<file path="src/rtl/reg_dump_reader.sv">
// reg_dump_reader
//   Debug readback engine. On start it walks register indices FIRST..NUM_REGS-1
//   through one combinational register-file read port. Each word is streamed
//   out over a valid/ready handshake, and an XOR checksum of every streamed
//   word is kept.
// Ports
//   clk, rst_n           clock, synchronous active-low reset
//   start, abort         begin a dump (IDLE only) / cancel a dump in progress
//   rd_addr, rd_data     register-file read port (data is combinational)
//   out_valid/ready      stream handshake; out_data/out_index carry the word
//   busy, done           dump in progress / one-cycle normal completion pulse
//   checksum             XOR of streamed words; stable from done to next start
module reg_dump_reader #(
    parameter int ADDR_WIDTH = 5,
    parameter int DATA_WIDTH = 32,
    parameter int NUM_REGS   = 32,
    parameter int SKIP_X0    = 1
) (
    input  logic                  clk,
    input  logic                  rst_n,
    input  logic                  start,
    input  logic                  abort,
    output logic [ADDR_WIDTH-1:0] rd_addr,
    input  logic [DATA_WIDTH-1:0] rd_data,
    output logic                  out_valid,
    input  logic                  out_ready,
    output logic [DATA_WIDTH-1:0] out_data,
    output logic [ADDR_WIDTH-1:0] out_index,
    output logic                  busy,
    output logic                  done,
    output logic [DATA_WIDTH-1:0] checksum
);

    localparam logic [ADDR_WIDTH-1:0] FIRST = (SKIP_X0 != 0) ? ADDR_WIDTH'(1) : '0;
    localparam logic [ADDR_WIDTH-1:0] LAST  = ADDR_WIDTH'(NUM_REGS - 1);

    typedef enum logic [1:0] {IDLE, READ, HOLD, DONE} state_t;

    state_t                state, state_nxt;
    logic [ADDR_WIDTH-1:0] idx;
    logic                  accept;

    // abort outranks the handshake: a word offered while aborting is dropped
    assign accept  = out_valid & out_ready & ~abort;
    // idx is itself a register, so the read address is registered
    assign rd_addr = idx;

    always_ff @(posedge clk) begin
        if (!rst_n) state <= IDLE;
        else        state <= state_nxt;
    end

    always_comb begin
        state_nxt = state;
        busy      = 1'b0;
        done      = 1'b0;
        case (state)
            IDLE: begin
                if (start && !abort) state_nxt = READ;
            end
            READ: begin
                busy      = 1'b1;
                state_nxt = abort ? IDLE : HOLD;
            end
            HOLD: begin
                busy = 1'b1;
                if (abort)       state_nxt = IDLE;
                else if (accept) state_nxt = (idx == LAST) ? DONE : READ;
            end
            DONE: begin
                busy      = 1'b1;
                // an abort landing on the final cycle suppresses the pulse
                done      = ~abort;
                state_nxt = IDLE;
            end
            default: state_nxt = IDLE;
        endcase
    end

    always_ff @(posedge clk) begin
        if (!rst_n) begin
            idx       <= '0;
            out_valid <= 1'b0;
            out_data  <= '0;
            out_index <= '0;
            checksum  <= '0;
        end else begin
            case (state)
                IDLE: begin
                    if (start && !abort) begin
                        idx      <= FIRST;
                        checksum <= '0;
                    end
                end
                READ: begin
                    // on abort the partial checksum is left untouched
                    if (!abort) begin
                        out_data  <= rd_data;
                        out_index <= idx;
                        checksum  <= checksum ^ rd_data;
                        out_valid <= 1'b1;
                    end
                end
                HOLD: begin
                    if (abort) begin
                        out_valid <= 1'b0;
                    end else if (accept) begin
                        out_valid <= 1'b0;
                        // idx saturates at LAST; DONE follows instead of wrapping
                        if (idx != LAST) idx <= idx + ADDR_WIDTH'(1);
                    end
                end
                default: ;
            endcase
        end
    end

endmodule

</file>
<file path="config.mk">
export PLATFORM = sky130hd
export DESIGN_NAME = reg_dump_reader
export DESIGN_NICKNAME = d
export VERILOG_FILES = /design/src/rtl/reg_dump_reader.sv
export SDC_FILE = /design/constraint.sdc
export NUM_CORES = 1
export LEC_CHECK = 0
export ABC_AREA = 1
export BUFFER_PORTS_ARGS = -buffer_cell sky130_fd_sc_hd__clkbuf_2
export CAP_MARGIN = 10
export CORE_ASPECT_RATIO = 0.5
export CORE_MARGIN = 2
export CORE_UTILIZATION = 45
export DETAILED_ROUTE_END_ITERATION = 10
export PLACE_DENSITY = 0.76
export SLEW_MARGIN = 20
export SYNTH_ARGS = -nofsm -noshare
export SYNTH_HDL_FRONTEND = slang
export SYNTH_SLANG_ARGS = --single-unit
</file>
<file path="constraint.sdc">
create_clock -name clk -period 1.4 [get_ports clk]
set_input_delay 0.14 -clock clk [delete_from_list [all_inputs] [get_ports clk]]
set_output_delay 0.14 -clock clk [all_outputs]
set_load 0.005 [all_outputs]
</file>
==> Yosys cells after proc, flatten, opt, wreduce, memory -nomap -nowiden <==
Index checks and enable logic that the tools add are counted.
{ "word_totals": {"ff_bits": 77, "input_bits": 37, "output_inout_bits": 77} }
{ "classes": {"n_addsub": 1, "eq_ne": 11, "muxes": 20, "bitwise_logic": 4, "reduce_logical": 12} }
{ "op_table": {"columns": ["op", "n"], "rows": [
  ["32-bit two-way mux", 2],
  ["32-bit one-hot mux with 2 select lines", 1],
  ["32-bit bitwise XOR", 1],
  ["5-bit two-way mux", 4],
  ["2-bit two-way mux", 5],
  ["2-bit inequality test (second input constant)", 5],
  ["5-bit one-hot mux with 2 select lines", 1],
  ["2-bit one-hot mux with 4 select lines", 1],
  ["3-bit AND reduction", 2],
  ["2-bit nonzero test", 3],
  ["5-bit by 1-bit adder with 5-bit output (second input constant)", 1],
  ["5-bit equality test (second input constant)", 1],
  ["1-bit two-way mux", 5],
  ["5-bit inequality test (second input constant)", 1],
  ["5-bit AND reduction", 1],
  ["2-bit equality test (second input constant)", 2],
  ["2-bit AND reduction", 2],
  ["3-bit inequality test (second input constant)", 1],
  ["3-bit OR reduction", 1],
  ["1-bit AND", 2],
  ["2-bit by 1-bit equality test with 1-bit output (second input constant)", 1],
  ["2-bit zero test", 1],
  ["1-bit one-hot mux with 2 select lines", 1],
  ["1-bit logical AND", 1],
  ["other kinds (2)", 2]
]} }

==> Logic depth before layout (Yosys ltp) <==
{ "logic_depth": {"ltp_word": 5, "depth_mapped": 9, "mapped_depth_nobuf": 9} }

==> Least setup slack after synthesis <==
Ideal clock, no wire load.
{ "synth_timing": {"kind": "register -> register", "start": "reg idx[0] (netlist: rd_addr[0])", "end": "reg idx[2] (netlist: rd_addr[2])", "setup_ps": 70, "t_arrival_ps": 1294, "required_ps": 1330, "setup_slack_ps": 35, "stages_incl_launch_ff": 10, "path_buffers": 0, "period_less_slack_ps": 1365, "cell_sequence": "dfxtp_1 > ha_1 > nand2_1 > nor2_1 > ha_1 > nor2_1 > nand2_1 > nand2_1 > nand2_1 > a21oi_1"} }
{ "synth_between": {"elab_chain_len": 5} }
{ "synth_rtl": {"columns": ["element", "line", "rtl"], "rows": [
  ["start: declaration", "40", "logic [ADDR_WIDTH-1:0] idx;"],
  ["start signal: assignment", "110", "if (idx != LAST) idx <= idx + ADDR_WIDTH'(1);"],
  ["5-bit by 1-bit adder with 5-bit output", "110", null],
  ["5-bit two-way mux", "110", null],
  ["5-bit two-way mux", "107", "end else if (accept) begin"],
  ["5-bit two-way mux", "105", "if (abort) begin"],
  ["5-bit one-hot mux with 2 select lines", "88", "case (state)"]
]} }
Parallel ways exist; a longest one is shown, timed or not. The select of a mux whose other input is x is not followed.
A chain may end at the register's enable or synchronous reset.

==> Worst setup path after layout <==
{ "layout_timing": {"start": "reg idx[0] (netlist: rd_addr[0])", "end": "reg idx[1] (netlist: rd_addr[1])"} }
Same word-level chain as after synthesis.

==> summary.txt <==
STA
  – Clock skew: 2.87 ps
  – Final worst path period need: 1360 ps
  – Slew Viols, Final: 0
  – Final setup vio count: 0
  – Slew HR: 0.752
  – Fmax: 736 MHz
  – Tcrit/Tclk final: 0.970
  – RSZ-0062 raised after global routing: yes
  – Worst-Margin Slew: 371 ps
  – Hold violation count in the final report: 0

Global route
  – Global Route Usage Sum: 0.211
  – Largest net degree at the start of global routing: 61
  – Initial antenna violation count: 0
  – First-pass GRT wire length: 13.7 mm
  – Vias in the first global route: 2871
  – GRT overflow: 0

Clock network
  – CTS tree: built
  – Sink Count: 77
  – Hold Buf Count CTS: 0
  – Clock H-tree levels: 3
  – CTS buffer count: 9
  – Clk buf depth: 2
  – CTS Root Buffer Type: clkbuf_16
  – Clock Latency Late Sink: 330 ps
  – CTS clock-pin slew for the worst setup and hold paths: around 60 ps

Routing
  – Final antenna-violating net count: 0
  – First-pass DRT Iterations: 4
  – Via count: 3273
  – Via density: 4.94
  – DRT Wirelength: around 8.7 mm
  – First DRT Iteration DRCs: between 200 and 300
  – DRC: 0
  – Routed len/inst: 13.1 um

Placement
  – IO buf count: ~110
  – Hpwl dp: 5.56 mm
  – RePlAce Congestion: 0.813

Power
  – Peak VDD IR: roughly 0.00057 V
  – Power per cell area: 1200 mW/mm^2
  – Pwr Total: 5290 uW
  – LEAKAGE: 0.00201 uW

Cells and area
  – Nets: 600
  – Inserted Diodes: 0
  – Final core utilization: 0.609
  – Layout cells sized above 1: 0.290
  – Area growth from synthesis to layout: 32.4%

Yosys
  – Synth Instances: 446
  – Seq cells post-synth: 77
  – Most frequent cell after synthesis: nor2_1
  – Seq/Total Area, Yosys: 0.463
  – Syn_area_per_cell: 7.47 um^2
  – Async SR Flop Fraction: 0
  – Synth area leader: dfxtp_1
  – Top FF cell, synth: dfxtp_1
  – Warnings, synthesis: 0
  – Yosys cell types: 23
  – Synth top area cells: dfxtp_1, nor2_1, xnor2_1, nand2_1, a21oi_1
  – Top cell type's share of synthesized area: 0.463
  – Post-synth EDFFs: 0
  – Synth Cell Area: 0.00333 mm^2
  – Syn_nets: 485
  – Commonest cells in the synthesized netlist: nor2_1, dfxtp_1, nand2_1, a21oi_1, nand3_1

Floorplan
  – FP Rows: 22
  – Die Ht: 64.8 um
  – Initial Util: 0.460
  – I/O pins: 114
  – Die Footprint: 0.00814 mm^2
  – Die X: 126 um
  – Core ar.: 0.00724 mm^2

Critical path
  – Reg2Reg Setup Slack: 40 ps
  – Endpoint type of the worst setup path: flip-flop
  – Kind of critical path: reg -> reg
  – Cell depth of the worst flop-to-flop path: 9
  – Worst r2r dst: rd_addr[1]
  – Origin of the critical flop-to-flop path: rd_addr[0]
  – CP required: 1670 ps
  – Crit path max fanout: 6
  – CP startpoint kind: flip-flop
  – Worst path arrival time: approximately 1600 ps

Worst hold path
  – WHS Endpoint: out_data[12]
  – Hold Path Class: in -> reg
  – Hold wc startpoint: rd_data[12]
  – Hold depth: 3

Job
  – # Max-Cap Violations: 0

Outcome
  – Status: finished clean
critical path, stage by stage (launching register included):
cell and delay, ps:
dfxtp_2 340, ha_4 170, nand2_4 70, nor2_4 40, ha_4 160, nor2_4 170
nand2_4 90, nand3b_1 100, nand2_1 60, nor2_1 100
where the power goes:
part | total, uW | switching [uW] | internal [uW]
Combinational | 763 | 440 | 323
Sequential | 2380 | 75.7 | 2310
Clock | 2140 | 846 | 1300
Total | 5290 | 1360 | 3930
metrics by stage:
step           cells  instance area, um^2  setup WS (ps)  hold WS (ps)  setup TNS (ps)
2_1_floorplan    446                 3330           35.4           275               0
3_3_place_gp     643                 4010           9.60           397               0
3_5_place_dp     643                 4010          -42.4           401            -169
4_1_cts          660                 4320           16.1          53.4               0
5_1_grt          662                 4410           6.77          64.4               0
6_report         662                 4410           42.0          59.6               0
layer usage:
metal  vias to the layer above  global-route usage  share of wire  routed length (um)
met5                         -                   0              0                   0
met2                        89               0.359           0.46                4010
met1                      1504               0.262           0.46                4000
li1                       1669                   -              -                   -
met4                         0              0.0847          0.014                 121
met3                        11              0.0512          0.061                 526
how the worst max path moves through the flow:
| stage | slack (ps) | to | cells past startpoint | startpoint |
|---|---|---|---|---|
| 2_1_floorplan | 40 | rd_addr[2] | 9 | rd_addr[0] |
| 3_3_place_gp | 10 | rd_addr[0] | 9 | rd_addr[0] |
| 3_5_place_dp | -40 | rd_addr[1] | 9 | rd_addr[0] |
| 4_1_cts | 20 | rd_addr[1] | 9 | rd_addr[0] |
| 5_1_grt | 7 | rd_addr[1] | 9 | rd_addr[1] |
| 6_report | 40 | rd_addr[1] | 9 | rd_addr[0] |
placed cells by master (no fill, tap or decap), drive strengths merged:
master,instances
buf,19
clkbuf,129
xnor2,32
nor2,125
nor3b,1
clkinv,1
nor3,1
dfxtp,77
nand2,53
nand3b,3
ha,2
o21ai,38
inv,10
nand3,38
a21oi,37
sequential cells by signal, indices dropped and copies added (netlist names):
| register | cells |
|---|---|
| rd_addr | 5 |
| out_valid | 1 |
| out_index | 5 |
| state | 2 |
| checksum | 32 |
| out_data | 32 |
timing repair:
| action | CTS | global route |
|---|---|---|
| gates resized for setup | 8 | 13 |
| gates cloned | 0 | 1 |
| pin swaps | 1 | 5 |
| setup endpoints to repair | 5 | 29 |
| setup buffers | 1 | 1 |
| hold endpoints to repair | 0 | 0 |
layout make-up:
class | instances | area [um^2]
Clock buffer | 15 | 268
Sequential cell | 77 | 1550
Timing Repair Buffer | 133 | 762
Tap cell | 96 | 120
Multi-Input combinational cell | 330 | 1670
Inverter | 10 | 37.5
Fill cell | 660 | 2830
Clock inverter | 1 | 5.00
logic make-up (layout without fill, tap and decap cells):
logic type | count (synthesis) | count (layout) | share of synthesized area
AOI/OAI and AO/OA | 75 | 75 | 0.113
xor gates and xnor gates | 32 | 32 | 0.0842
adders and majority gates | 2 | 2 | 0.00751
buffers and inverters | 39 | 159 | 0.0582
DFF | 77 | 77 | 0.463
and+or+nand+nor | 221 | 221 | 0.274
Power figures use the tool's default switching activity.
